<file path="src/rtl/sum_of_squares_seq_if.sv">
// Purpose : element/result bundle between a stream source and sum_of_squares_seq.
// Latency : n/a (signal bundle only).
// Backpres: none; the source paces elements with in_valid, the result is held while ready=1.
// Ports   : start/in_valid/A flow master->slave; O/ready/done_pulse/busy/overflow flow slave->master.
interface sum_of_squares_seq_if #(
  parameter int W = 4,
  parameter int N = 8
);
  logic         start;       // begin a new vector, clears the accumulator
  logic         in_valid;    // A carries an element this cycle
  logic [W-1:0] A;           // unsigned element
  logic [N-1:0] O;           // running / final sum of squares (mod 2^N)
  logic         ready;       // O holds a final result
  logic         done_pulse;  // one cycle, coincident with ready rising
  logic         busy;        // accumulating
  logic         overflow;    // sticky carry-out of N bits for this vector

  modport master (
    output start, in_valid, A,
    input  O, ready, done_pulse, busy, overflow
  );

  modport slave (
    input  start, in_valid, A,
    output O, ready, done_pulse, busy, overflow
  );
endinterface

</file>
<file path="src/rtl/sum_of_squares_seq.sv">
// Purpose : accumulates the sum of squares of LEN unsigned W-bit elements into an N-bit result.
// Latency : result (ready + done_pulse) visible one cycle after the LEN-th element is presented.
// Backpres: none; idle cycles (in_valid=0) are absorbed indefinitely, result is held until start/rst.
// Ports   : clk, rst (async, active-high); bus (slave modport) carries start/in_valid/A in and
//           O/ready/done_pulse/busy/overflow out.
module sum_of_squares_seq #(
  parameter int W   = 4,
  parameter int N   = 8,
  parameter int LEN = 4
) (
  input  logic                   clk,
  input  logic                   rst,
  sum_of_squares_seq_if.slave    bus
);

  localparam int CW  = (LEN > 1) ? $clog2(LEN) : 1;
  localparam int NP1 = N + 1;
  localparam logic [CW-1:0] LAST = CW'(LEN - 1);

  typedef enum logic [1:0] {
    S_IDLE  = 2'd0,
    S_ACCUM = 2'd1,
    S_DONE  = 2'd2
  } state_t;

  state_t          r_state;
  logic [N-1:0]    r_acc;
  logic [CW-1:0]   r_count;
  logic            r_ready;
  logic            r_done;
  logic            r_busy;
  logic            r_ovf;

  // Zero-extend before multiplying so the full 2W-bit product is kept.
  logic [2*W-1:0]  w_a_ext;
  logic [2*W-1:0]  w_sq;
  logic [N:0]      w_sum;

  always_comb begin
    w_a_ext = {{W{1'b0}}, bus.A};
    w_sq    = w_a_ext * w_a_ext;
    // One extra bit captures the carry-out that feeds the sticky overflow flag.
    w_sum   = {1'b0, r_acc} + NP1'(w_sq);
  end

  always_ff @(posedge clk or posedge rst) begin
    if (rst) begin
      r_state <= S_IDLE;
      r_acc   <= '0;
      r_count <= '0;
      r_ready <= 1'b0;
      r_done  <= 1'b0;
      r_busy  <= 1'b0;
      r_ovf   <= 1'b0;
    end else if (bus.start) begin
      // start wins over everything, including an element presented in the same cycle.
      r_state <= S_ACCUM;
      r_acc   <= '0;
      r_count <= '0;
      r_ready <= 1'b0;
      r_done  <= 1'b0;
      r_busy  <= 1'b1;
      r_ovf   <= 1'b0;
    end else begin
      r_done <= 1'b0;
      case (r_state)
        S_ACCUM: begin
          if (bus.in_valid) begin
            r_acc <= w_sum[N-1:0];
            r_ovf <= r_ovf | w_sum[N];
            if (r_count == LAST) begin
              r_state <= S_DONE;
              r_count <= '0;
              r_ready <= 1'b1;
              r_done  <= 1'b1;
              r_busy  <= 1'b0;
            end else begin
              r_count <= r_count + 1'b1;
            end
          end
        end
        default: begin
          // IDLE / DONE: elements are ignored, result and flags held.
        end
      endcase
    end
  end

  assign bus.O          = r_acc;
  assign bus.ready      = r_ready;
  assign bus.done_pulse = r_done;
  assign bus.busy       = r_busy;
  assign bus.overflow   = r_ovf;

endmodule

</file>
<file path="src/flat_wrapper.sv">
// flat-port wrapper written by rule: the top's interface ports become plain ports
module sum_of_squares_seq_flat 
#(
  parameter int W   = 4,
  parameter int N   = 8,
  parameter int LEN = 4
)
  (clk, rst, bus_start, bus_in_valid, bus_A, bus_O, bus_ready, bus_done_pulse, bus_busy, bus_overflow);
  sum_of_squares_seq_if #(.W(W), .N(N)) bus_i ();
  input  logic clk;
  input  logic rst;
  input wire logic [$bits(bus_i.start)-1:0] bus_start;
  input wire logic [$bits(bus_i.in_valid)-1:0] bus_in_valid;
  input wire logic [$bits(bus_i.A)-1:0] bus_A;
  output wire logic [$bits(bus_i.O)-1:0] bus_O;
  output wire logic [$bits(bus_i.ready)-1:0] bus_ready;
  output wire logic [$bits(bus_i.done_pulse)-1:0] bus_done_pulse;
  output wire logic [$bits(bus_i.busy)-1:0] bus_busy;
  output wire logic [$bits(bus_i.overflow)-1:0] bus_overflow;
  assign bus_i.start = bus_start;
  assign bus_i.in_valid = bus_in_valid;
  assign bus_i.A = bus_A;
  assign bus_O = bus_i.O;
  assign bus_ready = bus_i.ready;
  assign bus_done_pulse = bus_i.done_pulse;
  assign bus_busy = bus_i.busy;
  assign bus_overflow = bus_i.overflow;
  sum_of_squares_seq #(.W(W), .N(N), .LEN(LEN)) u_core (.clk(clk), .rst(rst), .bus(bus_i));
endmodule
</file>
<file path="config.mk">
export PLATFORM = sky130hd
export DESIGN_NAME = sum_of_squares_seq_flat
export DESIGN_NICKNAME = d
export VERILOG_FILES = /design/src/rtl/sum_of_squares_seq_if.sv /design/src/rtl/sum_of_squares_seq.sv /design/src/flat_wrapper.sv
export SDC_FILE = /design/constraint.sdc
export NUM_CORES = 1
export LEC_CHECK = 0
export BUFFER_PORTS_ARGS = -buffer_cell sky130_fd_sc_hd__buf_2
export CAP_MARGIN = 40
export CORE_MARGIN = 8
export CORE_UTILIZATION = 25
export CTS_BUF_LIST = sky130_fd_sc_hd__clkbuf_4 sky130_fd_sc_hd__clkbuf_8 sky130_fd_sc_hd__clkbuf_16
export CTS_CLUSTER_DIAMETER = 30
export DETAILED_ROUTE_END_ITERATION = 12
export GPL_ROUTABILITY_DRIVEN = 0
export GPL_TIMING_DRIVEN = 0
export PLACE_DENSITY_LB_ADDON = 0.1
export SYNTH_ARGS = -nofsm -noshare
export SYNTH_HDL_FRONTEND = slang
export SYNTH_SLANG_ARGS = --single-unit
</file>
<file path="constraint.sdc">
create_clock -name clk -period 3 [get_ports clk]
set_clock_uncertainty 0.1 [all_clocks]
set_input_delay 0.6 -clock clk [delete_from_list [all_inputs] [get_ports clk]]
set_output_delay 0.6 -clock clk [all_outputs]
set_load 0.01 [all_outputs]
</file>
## Word-level counts from Yosys, hierarchy flattened

Cells that the tools add are included.

- Logic and storage cells: 44
- Input port bits: 8
- Register bits after elaboration: 16
- Output and inout port bits: 12

- Eq/ne operators: 2
- Multiply operators: 1
- Multiplexer cells: 26
- Bitwise operators: 1
- Reductions and logical operators: 5
- Add/sub/neg operators: 2

Operators by type and width:

| operator | number |
|---|---|
| two-way mux 8 bit | 3 |
| two-way mux 2 bit | 8 |
| two-way mux 1 bit | 15 |
| adder 8 x 8 -> 9 bit | 1 |
| multiplier 4 x 4 -> 8 bit | 1 |
| nonzero test 2 bit | 3 |
| AND reduction 3 bit | 1 |
| adder 2 x 1 -> 2 bit (second input constant) | 1 |
| == test 2 x 1 -> 1 bit (second input constant) | 1 |
| == test 2 bit (second input constant) | 1 |
| AND reduction 2 bit | 1 |
| bitwise OR 1 bit | 1 |

## Depth between registers and ports, before layout

Gate-level depths: netlist of run 1.

- Depth after elaboration: 6
- Gate-level depth with buffers: 8
- Mapped depth without buffers: 8

## Worst setup path before layout of run 1

Ideal clock, no wire load.

- Path kind: input -> register
- Start: input port bus_A[1]
- End: register u_core.r_ovf (netlist: u_core.bus.overflow)
- Buffers on the path: 0
- Setup time: 0.077 ns
- Arrival time: 2.430 ns
- Path slack: 0.393 ns
- Cell stages on the path: 8
- Required time: 2.823 ns
- Path through: nand2b_1 fa_1 inv_1 ha_1 or3_1 o22ai_2 mux2_2 a21oi_1

- Longest elaborated chain between the ends: 6

RTL lines:

| element | RTL line | RTL |
|---|---|---|
| start: declaration | flat_wrapper.sv:14 | `input wire logic [$bits(bus_i.A)-1:0] bus_A;` |
| multiplier 4 x 4 -> 8 bit | sum_of_squares_seq.sv:41 | `w_sq = w_a_ext * w_a_ext;` |
| adder 8 x 8 -> 9 bit | sum_of_squares_seq.sv:43 | `w_sum = {1'b0, r_acc} + NP1'(w_sq);` |
| bitwise OR 1 bit | sum_of_squares_seq.sv:70 | `r_ovf <= r_ovf \| w_sum[N];` |
| two-way mux 1 bit | sum_of_squares_seq.sv:68 | `if (bus.in_valid) begin` |
| two-way mux 1 bit | sum_of_squares_seq.sv:66 | `case (r_state)` |
| two-way mux 1 bit | sum_of_squares_seq.sv:55 | `end else if (bus.start) begin` |
| end signal: assignment | sum_of_squares_seq.sv:70 |  |
| end: declaration | sum_of_squares_seq.sv:32 | `logic r_ovf;` |

No other way between the ends. The select of a mux whose other input is x is not followed.
A chain may end at the register's enable or synchronous reset.

## Worst setup path after layout of run 1

- Start: input port bus_A[1]
- End: register u_core.r_acc[7] (netlist: u_core.bus.O[7])

- Longest elaborated chain between the ends: 5

RTL lines:

| element | RTL line | RTL |
|---|---|---|
| multiplier 4 x 4 -> 8 bit | sum_of_squares_seq.sv:41 |  |
| adder 8 x 8 -> 9 bit | sum_of_squares_seq.sv:43 |  |
| two-way mux 8 bit | sum_of_squares_seq.sv:68 |  |
| two-way mux 8 bit | sum_of_squares_seq.sv:66 |  |
| two-way mux 8 bit | sum_of_squares_seq.sv:55 |  |
| end signal: assignment | sum_of_squares_seq.sv:69 | `r_acc <= w_sum[N-1:0];` |
| end: declaration | sum_of_squares_seq.sv:27 | `logic [N-1:0] r_acc;` |

No other way between the ends. The select of a mux whose other input is x is not followed.

==> results of run 1 <==
==> cell usage in the layout, fill, tap and decap left out, drive strengths merged, types with 3 or more instances in the layout <==
cell type	Yosys	routed
a22o	10	10
nand2	5	5
dfrtp	14	14
nor2	5	5
buf	1	20
and2	3	3
a21oi	5	5
inv	11	11
xnor2	3	3
clkbuf	1	5
ha	13	13
==> power breakdown <==
part           switching [mW]  internal, mW  leakage [nW]  total, mW
clock                  0.0714         0.116        0.0288      0.188
sequential             0.0118         0.204         0.185      0.216
combinational          0.0846        0.0732         0.430      0.158
total                   0.168         0.393         0.644      0.561
==> stage by stage <==
step | utilization (%) | worst slack (ns) | std cells | cell area (um2)
2_1_floorplan | - | 0.393 | 95 | 965
3_3_place_gp | 30.4 | 0.0916 | 162 | 1120
3_5_place_dp | 30.4 | 0.129 | 162 | 1120
4_1_cts | 31.9 | 0.389 | 166 | 1170
5_1_grt | 31.9 | 0.186 | 166 | 1170
6_report | 31.9 | 0.398 | 166 | 1170
==> worst min path at each step <==
stage	slack, ns	cells past startpoint	end	start
floorplan	0.38	1	u_core.r_count[1]	u_core.r_count[1]
global placement	0.40	1	u_core.r_count[1]	u_core.r_count[1]
detailed placement	0.42	1	u_core.r_count[1]	u_core.r_count[1]
CTS	0.34	2	u_core.r_count[1]	rst
global route	0.37	2	u_core.r_count[1]	rst
finish	0.32	2	u_core.bus.O[1]	rst
==> synth_stat cells (all sizes together) <==
library cell,instances,area (um2)
ha,13,163
and3,1,6.26
buf,1,5.00
o22ai,1,12.5
nand3,1,5.00
nor3,2,10.0
o31ai,1,7.51
xor2,2,17.5
a22o,10,87.6
o21ai,2,10.0
and2,3,18.8
nand3b,1,7.51
xnor2,3,26.3
inv,11,41.3
mux2,1,11.3
a21oi,5,25.0
fa,2,40.0
dfrtp,14,350
a311oi,1,8.76
or3,1,6.26
o21a,1,7.51
nand2,5,18.8
a21o,2,16.3
a31oi,1,12.5
nor2,5,18.8
clkbuf,1,3.75
a2111oi,1,8.76
nor2b,2,12.5
nand2b,1,6.26
==> registers in the layout, summed over array words and instances (netlist names) <==
signal and flops:
u_core.bus.overflow 1, u_core.r_count 2, u_core.bus.ready 1, u_core.r_state 1, u_core.bus.O 8, u_core.bus.done_pulse 1
==> kinds of logic after synthesis <==
logic type	after synthesis
AOI/OAI and AO/OA	25
xor gates and xnor gates	5
adders and majority gates	15
buffers and inverters	13
DFF	14
muxes	1
and+or+nand+nor	22
==> critical path: cells and delay by family <==
family,cells,cell delay (ns)
AOI/OAI and AO/OA,3,0.79
adders and majority gates,2,0.74
buffers and inverters,2,0.18
and+or+nand+nor,1,0.16
xor gates and xnor gates,1,0.16
==> metal layers <==
metal,global-route usage [%],part of all wire (%)
met4,2.78,1.2
met1,8.96,48
met2,12.7,45
met3,2.51,5.3
met5,0,0
==> final cells by class <==
cell class / instances / area (um2) / area share [%]
clock buffer: 4 / 55.1 / 4.69
sequential: 14 / 350 / 29.8
multi-input combinational: 68 / 564 / 48.0
tap: 48 / 60.1 / 5.11
buffer: 2 / 8.76 / 0.745
inverter: 11 / 41.3 / 3.51
timing repair buffer: 19 / 95.1 / 8.09
==> results.json, run 1 <==
{
  "status": "completed",
  "cts_buffers": 3,
  "die_h_um": 78.1,
  "port-buffer-count": 19,
  "maxCapViolations": 0,
  "post-dp-hpwl_um": 1720,
  "avgRoutedWirePerCell_um": 13.1,
  "crit_arrival_ns": 2.64,
  "r2r-start": "u_core.bus.O[4]",
  "start_util_pct": 26.2,
  "yosys_warnings": 0,
  "slowest_delay_ns": 0.50,
  "nets": 142,
  "root_buffer": "clkbuf_8",
  "synth-xor-area-share_pct": 4.54,
  "ant_nets": 0,
  "syn_nets": 118,
  "rrSetupSlack_ns": 0.58,
  "grt_max_degree": 15,
  "worstSetupStartpoint": "bus_A[1]",
  "coreArea_mm2": 0.00369,
  "fin_hold_ws_ns": 0.324,
  "dr.pass1.iters": 3,
  "p_per_area_mw_per_mm2": 478,
  "synthDistinctLibCells": 30,
  "cp_max_fo": 5,
  "antenna_found_initial": 0,
  "via_count": 757,
  "grt_pass1_vias": 792,
  "power_mw": 0.561,
  "grt_pass1_wl_um": 3760,
  "synthToLayoutAreaGrowth_pct": 21.8,
  "setup_viol": 0,
  "layout-drive-gt1-share_pct": 23.7,
  "max_freq_mhz": 384,
  "rsz0062_at_grt": "no",
  "fin_setup_tns_ns": 0,
  "final_hold_viol_count": 0,
  "cts_tree": "built",
  "crit_path_start_kind": "input port",
  "syn_inst": 95,
  "dieArea_mm2": 0.00610,
  "clk-insertion-delay-late_ns": 0.24,
  "cts.hold.buffers_added": 0,
  "synth_compound_area_share_pct": 20.4,
  "critPathSlowestCell": "fa_1",
  "cts_setup_buffers": 0,
  "maxSlewHeadroom_pct": 58.2,
  "cts_resized": 0,
  "clk_pin_slew_worst_paths_ns": 0.06,
  "worstSetupEndpoint": "u_core.bus.O[7]",
  "leakage_nw": 0.644,
  "rows": 22,
  "synthMuxAreaShare_pct": 1.17,
  "worstMarginPinSlew_ns": 0.627,
  "timing.rr.end": "u_core.bus.O[7]",
  "synth_area_per_cell_um2": 10.2,
  "cp.required_ns": 3.04,
  "drv_slew": 0,
  "drcViolationCount": 0,
  "nFillCells": 410,
  "clock-sinks": 14,
  "ir_drop_mv": 0.109,
  "drt-initial-drc-count": 25,
  "netlist_area_um2": 965,
  "path_cells": "buf_2 > nand2b_1 > fa_1 > inv_1 > ha_1 > a2111oi_0 > o31ai_1 > xor2_1 > a22o_1",
  "setup.worst_path.class": "in -> reg",
  "cts_buffer_depth": 2,
  "synth_seq_cells": 14,
  "synth-adder-area-share_pct": 21.0,
  "synth-simple-area-share_pct": 11.4,
  "endpoint_kind": "flip-flop",
  "ys_seq_area_share_pct": 36.3,
  "synth_top_family_by_area": "adder cells",
  "die_w_um": 78.1,
  "grt-ovfl-total": 0,
  "track_usage_pct": 7.64,
  "fin_crit_sh_pct": 86.7,
  "period_minus_slack_ns": 2.60,
  "diodes": 0,
  "min_path_type": "in -> async",
  "drt_wl_total_um": 2180,
  "via_per_inst": 4.56,
  "io_pins": 20,
  "cts_htree_levels": 1,
  "r2r_cells": 8
}
No activity file was read; power rests on OpenSTA's default activity.
==> run 2: changes to the inputs <==
- CORE_ASPECT_RATIO: unset -> 0.6
==> results.json, run 2 (same netlist as run 1, synthesis figures left out) <==
{
  "drcViolationCount": 0,
  "grt.busiest_layer": "met1",
  "pre_cts_ws_ns": 0.0635,
  "drt-initial-drc-count": 8,
  "seq_power_share_pct": 38.7,
  "dieArea_mm2": 0.00617,
  "fin_setup_tns_ns": 0,
  "max_freq_mhz": 375,
  "cp_max_fo": 5,
  "cts_htree_levels": 1,
  "met2_usage_pct": 10.8,
  "grt_pass1_wl_um": 3950,
  "ir_drop_mv": 0.165,
  "antenna_found_initial": 0,
  "clock-sinks": 14,
  "track_usage_pct": 8.22,
  "via_per_inst": 4.58,
  "cts_tree": "built",
  "diodes": 0,
  "nFillCells": 404,
  "maxSlewHeadroom_pct": 62.2,
  "rows": 17,
  "setup.worst_path.class": "in -> reg",
  "io_pins": 20,
  "largest_reg_flops": 8,
  "cp.required_ns": 3.07,
  "layout_common_cells": "buf_2, dfrtp_1, ha_1",
  "dr.pass1.iters": 4,
  "swShare_pct": 29.9,
  "setup_viol": 0,
  "r2r-start": "u_core.bus.O[4]",
  "layout-drive-gt1-share_pct": 23.7,
  "grt_max_degree": 15,
  "ant_nets": 0,
  "post-dp-hpwl_um": 1810,
  "cts_buffers": 3,
  "root_buffer": "clkbuf_8",
  "period_minus_slack_ns": 2.67,
  "mostFrequentLayoutCell": "buf_2",
  "via_count": 756,
  "drv_slew": 0,
  "crit_path_start_kind": "input port",
  "die_w_um": 96.2,
  "p_int_mw": 0.394,
  "cts_setup_buffers": 0,
  "grt_use_met3_pct": 4.20,
  "clk_pin_slew_worst_paths_ns": 0.06,
  "fin_util_pct": 31.9,
  "grtUsageMet1_pct": 11.9,
  "endpoint_kind": "flip-flop",
  "p_comb_share_pct": 28.4,
  "final_hold_viol_count": 0,
  "leakage_nw": 0.644,
  "nets": 142,
  "p_per_area_mw_per_mm2": 478,
  "final.setup.worst_slack_ns": 0.333,
  "fin_crit_sh_pct": 88.9,
  "coreArea_mm2": 0.00368,
  "r2r_cells": 8,
  "cts_buffer_depth": 2,
  "avgRoutedWirePerCell_um": 13.7,
  "clock_power_share_pct": 32.9,
  "synthToLayoutAreaGrowth_pct": 21.7,
  "rrSetupSlack_ns": 0.49,
  "p_switching_mw": 0.168,
  "rsz0062_at_grt": "no",
  "port-buffer-count": 19,
  "crit_arrival_ns": 2.74,
  "start_util_pct": 26.2,
  "status": "completed",
  "grt_pass1_vias": 805,
  "clk-insertion-delay-late_ns": 0.24,
  "cts_resized": 0,
  "drt_wl_total_um": 2260,
  "grt-ovfl-total": 0,
  "min_path_type": "in -> async",
  "timing.rr.end": "u_core.bus.overflow",
  "cts.hold.buffers_added": 0,
  "worstSetupStartpoint": "bus_A[1]",
  "maxCapViolations": 0,
  "worstMarginPinSlew_ns": 0.565,
  "die_h_um": 64.1
}
run 2: final cells by class:
cell class / instances / area, um2 / area share [%]
flip-flops and latches: 14 / 350 / 29.9
plain buffers: 2 / 8.76 / 0.746
repair buffers: 19 / 95.1 / 8.10
inverters: 11 / 41.3 / 3.52
clock buffers: 4 / 55.1 / 4.69
multi-input cells: 68 / 564 / 48.1
well taps: 47 / 58.8 / 5.01
run 2: metal layers:
metal | vias to the layer above | wire length (um)
met3 | 0 | 155
met1 | 356 | 1220
met4 | 0 | 0
met2 | 15 | 881
met5 | - | 0
li1 | 385 | -
run 2: how the worst max path moves through the flow:
stage	cells after the start	to
6_report	9	u_core.bus.overflow
3_5_place_dp	9	u_core.bus.overflow
2_1_floorplan	8	u_core.bus.overflow
4_1_cts	9	u_core.bus.overflow
5_1_grt	9	u_core.bus.O[7]
3_3_place_gp	9	u_core.bus.O[7]
run 2: stage by stage:
step           hold WS [ns]  instances  cell area (um2)  total power, mW
5_1_grt               0.359        165             1170            0.605
4_1_cts               0.323        165             1170            0.574
6_report              0.293        165             1170            0.562
3_5_place_dp          0.408        161             1120            0.384
2_1_floorplan         0.377         95              965            0.334
3_3_place_gp          0.393        161             1120            0.382
run 2: power groups by stage:
stage	Sequential, mW	Clock (mW)	Combinational, mW
2_1_floorplan	0.224	0	0.110
3_3_place_gp	0.221	0	0.161
3_5_place_dp	0.221	0	0.162
4_1_cts	0.218	0.192	0.164
5_1_grt	0.220	0.200	0.185
6_report	0.217	0.185	0.159
run 2: worst max-delay path, cell delays in order:
cell      delay, ns
buf_2          0.13
nand2b_1       0.16
fa_1           0.50
inv_1          0.04
ha_1           0.24
or3_1          0.37
o22ai_2        0.18
mux2_2         0.37
a21oi_1        0.14
==> run 3: changes to the inputs <==
==> constraint.sdc (replaced) <==
create_clock -name clk -period 3 [get_ports clk]
set_clock_uncertainty 0.1 [all_clocks]
set_input_delay 0.9 -clock clk [delete_from_list [all_inputs] [get_ports clk]]
set_output_delay 0.9 -clock clk [all_outputs]
set_load 0.01 [all_outputs]
==> results.json, run 3 (same netlist as run 1, synthesis figures left out) <==
{
  "status": "completed",
  "via_per_inst": 4.63,
  "p_comb_share_pct": 29.5,
  "diodes": 0,
  "rrSetupSlack_ns": 0.50,
  "layout-drive-gt1-share_pct": 26.3,
  "maxSlewHeadroom_pct": 62.2,
  "worstSetupEndpoint": "u_core.bus.overflow",
  "fin_crit_sh_pct": 96.7,
  "fin_util_pct": 32.5,
  "crit_family": "adder cells",
  "drv_slew": 0,
  "dieArea_mm2": 0.00617,
  "cp_max_fo": 5,
  "start_util_pct": 26.2,
  "via_count": 764,
  "ant_nets": 0,
  "crit_path_start_kind": "input port",
  "final.setup.worst_slack_ns": 0.0989,
  "worstSetupStartpoint": "bus_A[1]",
  "io_pins": 20,
  "endpoint_kind": "flip-flop",
  "fin_hold_ws_ns": 0.422,
  "track_usage_pct": 8.22,
  "crit_buf_inv": 2,
  "mostFrequentLayoutCell": "buf_2",
  "grt_pass1_wl_um": 3950,
  "cp.required_ns": 3.07,
  "max_freq_mhz": 345,
  "cts_buffers": 3,
  "swShare_pct": 30.1,
  "p_per_area_mw_per_mm2": 477,
  "place_area_mm2": 0.00112,
  "crit_arrival_ns": 2.97,
  "cts_setup_buffers": 0,
  "avgRoutedWirePerCell_um": 13.9,
  "grt_pass1_vias": 805,
  "antenna_found_initial": 0,
  "maxCapViolations": 0,
  "port-buffer-count": 19,
  "drt-initial-drc-count": 7,
  "worstMarginPinSlew_ns": 0.565,
  "pre_cts_ws_ns": -0.237,
  "grt_max_degree": 15,
  "ir_drop_mv": 0.165,
  "root_buffer": "clkbuf_8",
  "clock_power_share_pct": 32.4,
  "cts_resized": 0,
  "coreArea_mm2": 0.00368,
  "drt_wl_total_um": 2290,
  "final_cell_area_mm2": 0.00119,
  "final_hold_viol_count": 0,
  "rows": 17,
  "cts_buffer_depth": 2,
  "p_switching_mw": 0.172,
  "period_minus_slack_ns": 2.90,
  "layout_common_cells": "buf_2, dfrtp_1, ha_1",
  "die_h_um": 64.1,
  "nets": 142,
  "min_path_type": "reg -> reg",
  "seq_power_share_pct": 38.1,
  "p_int_mw": 0.398,
  "r2r_cells": 8,
  "post-dp-hpwl_um": 1810,
  "largest_reg_flops": 8,
  "rsz0062_at_grt": "no",
  "cts_tree": "built",
  "grt-ovfl-total": 0,
  "path_cells": "buf_2 > nand2b_1 > fa_1 > inv_1 > ha_2 > or3_4 > o22ai_4 > mux2_2 > a21oi_1",
  "clk_pin_slew_worst_paths_ns": 0.06,
  "cts_htree_levels": 1,
  "critPathSlowestCell": "fa_1",
  "drcViolationCount": 0,
  "cts.hold.buffers_added": 0,
  "clock-sinks": 14,
  "slowest_delay_ns": 0.50,
  "r2r-start": "u_core.bus.O[5]",
  "die_w_um": 96.2,
  "path_depth": 9,
  "setup_viol": 0,
  "power_mw": 0.570,
  "dr.pass1.iters": 4,
  "timing.rr.end": "u_core.bus.overflow",
  "setup.worst_path.class": "in -> reg",
  "clk-insertion-delay-late_ns": 0.24,
  "synthToLayoutAreaGrowth_pct": 23.9,
  "leakage_nw": 0.632
}
==> run 3: power by group through the flow <==
stage / logic [mW] / registers [mW] / clock network (mW)
2_1_floorplan: 0.110 / 0.224 / 0
3_3_place_gp: 0.161 / 0.221 / 0
3_5_place_dp: 0.162 / 0.221 / 0
4_1_cts: 0.164 / 0.218 / 0.192
5_1_grt: 0.194 / 0.220 / 0.200
6_report: 0.168 / 0.217 / 0.185
==> run 3: layout make-up <==
type / count / area (um2)
Sequential cell: 14 / 350
Buffer: 2 / 8.76
Tap cell: 47 / 58.8
Multi-Input combinational cell: 68 / 586
Timing Repair Buffer: 19 / 95.1
Fill cell: 401 / 2480
Clock buffer: 4 / 55.1
Inverter: 11 / 41.3
==> run 3: worst register-to-register path, stage by stage, from the launching register on <==
cell     delay, ns
dfrtp_1       0.38
inv_1         0.07
fa_1          0.54
inv_1         0.04
ha_1          0.28
or3_4         0.37
o22ai_4       0.14
mux2_2        0.37
a21oi_1       0.14
==> run 3: worst min-delay path by stage <==
stage | from | end | slack [ns] | cells past startpoint
6_report | u_core.r_count[1] | u_core.r_count[1] | 0.42 | 1
5_1_grt | u_core.r_count[1] | u_core.r_count[1] | 0.46 | 1
4_1_cts | u_core.r_count[1] | u_core.r_count[1] | 0.43 | 1
3_5_place_dp | u_core.r_count[1] | u_core.r_count[1] | 0.41 | 1
3_3_place_gp | u_core.r_count[1] | u_core.r_count[1] | 0.39 | 1
2_1_floorplan | u_core.r_count[1] | u_core.r_count[1] | 0.38 | 1
==> run 3: metrics by stage <==
stage	setup TNS (ns)	std cells
after floorplan	0	95
after global placement	-0.413	161
after detailed placement	-0.445	161
after CTS	0	165
after global routing	0	165
final	0	165
==> run 3: layer usage <==
metal	track usage, %	share of wire [%]	up-vias	wire length [um]
li1	-	-	384	-
met4	0.571	0	0	0
met5	0	0	-	0
met2	10.8	40	13	909
met1	11.9	54	367	1230
met3	4.20	6.5	0	148
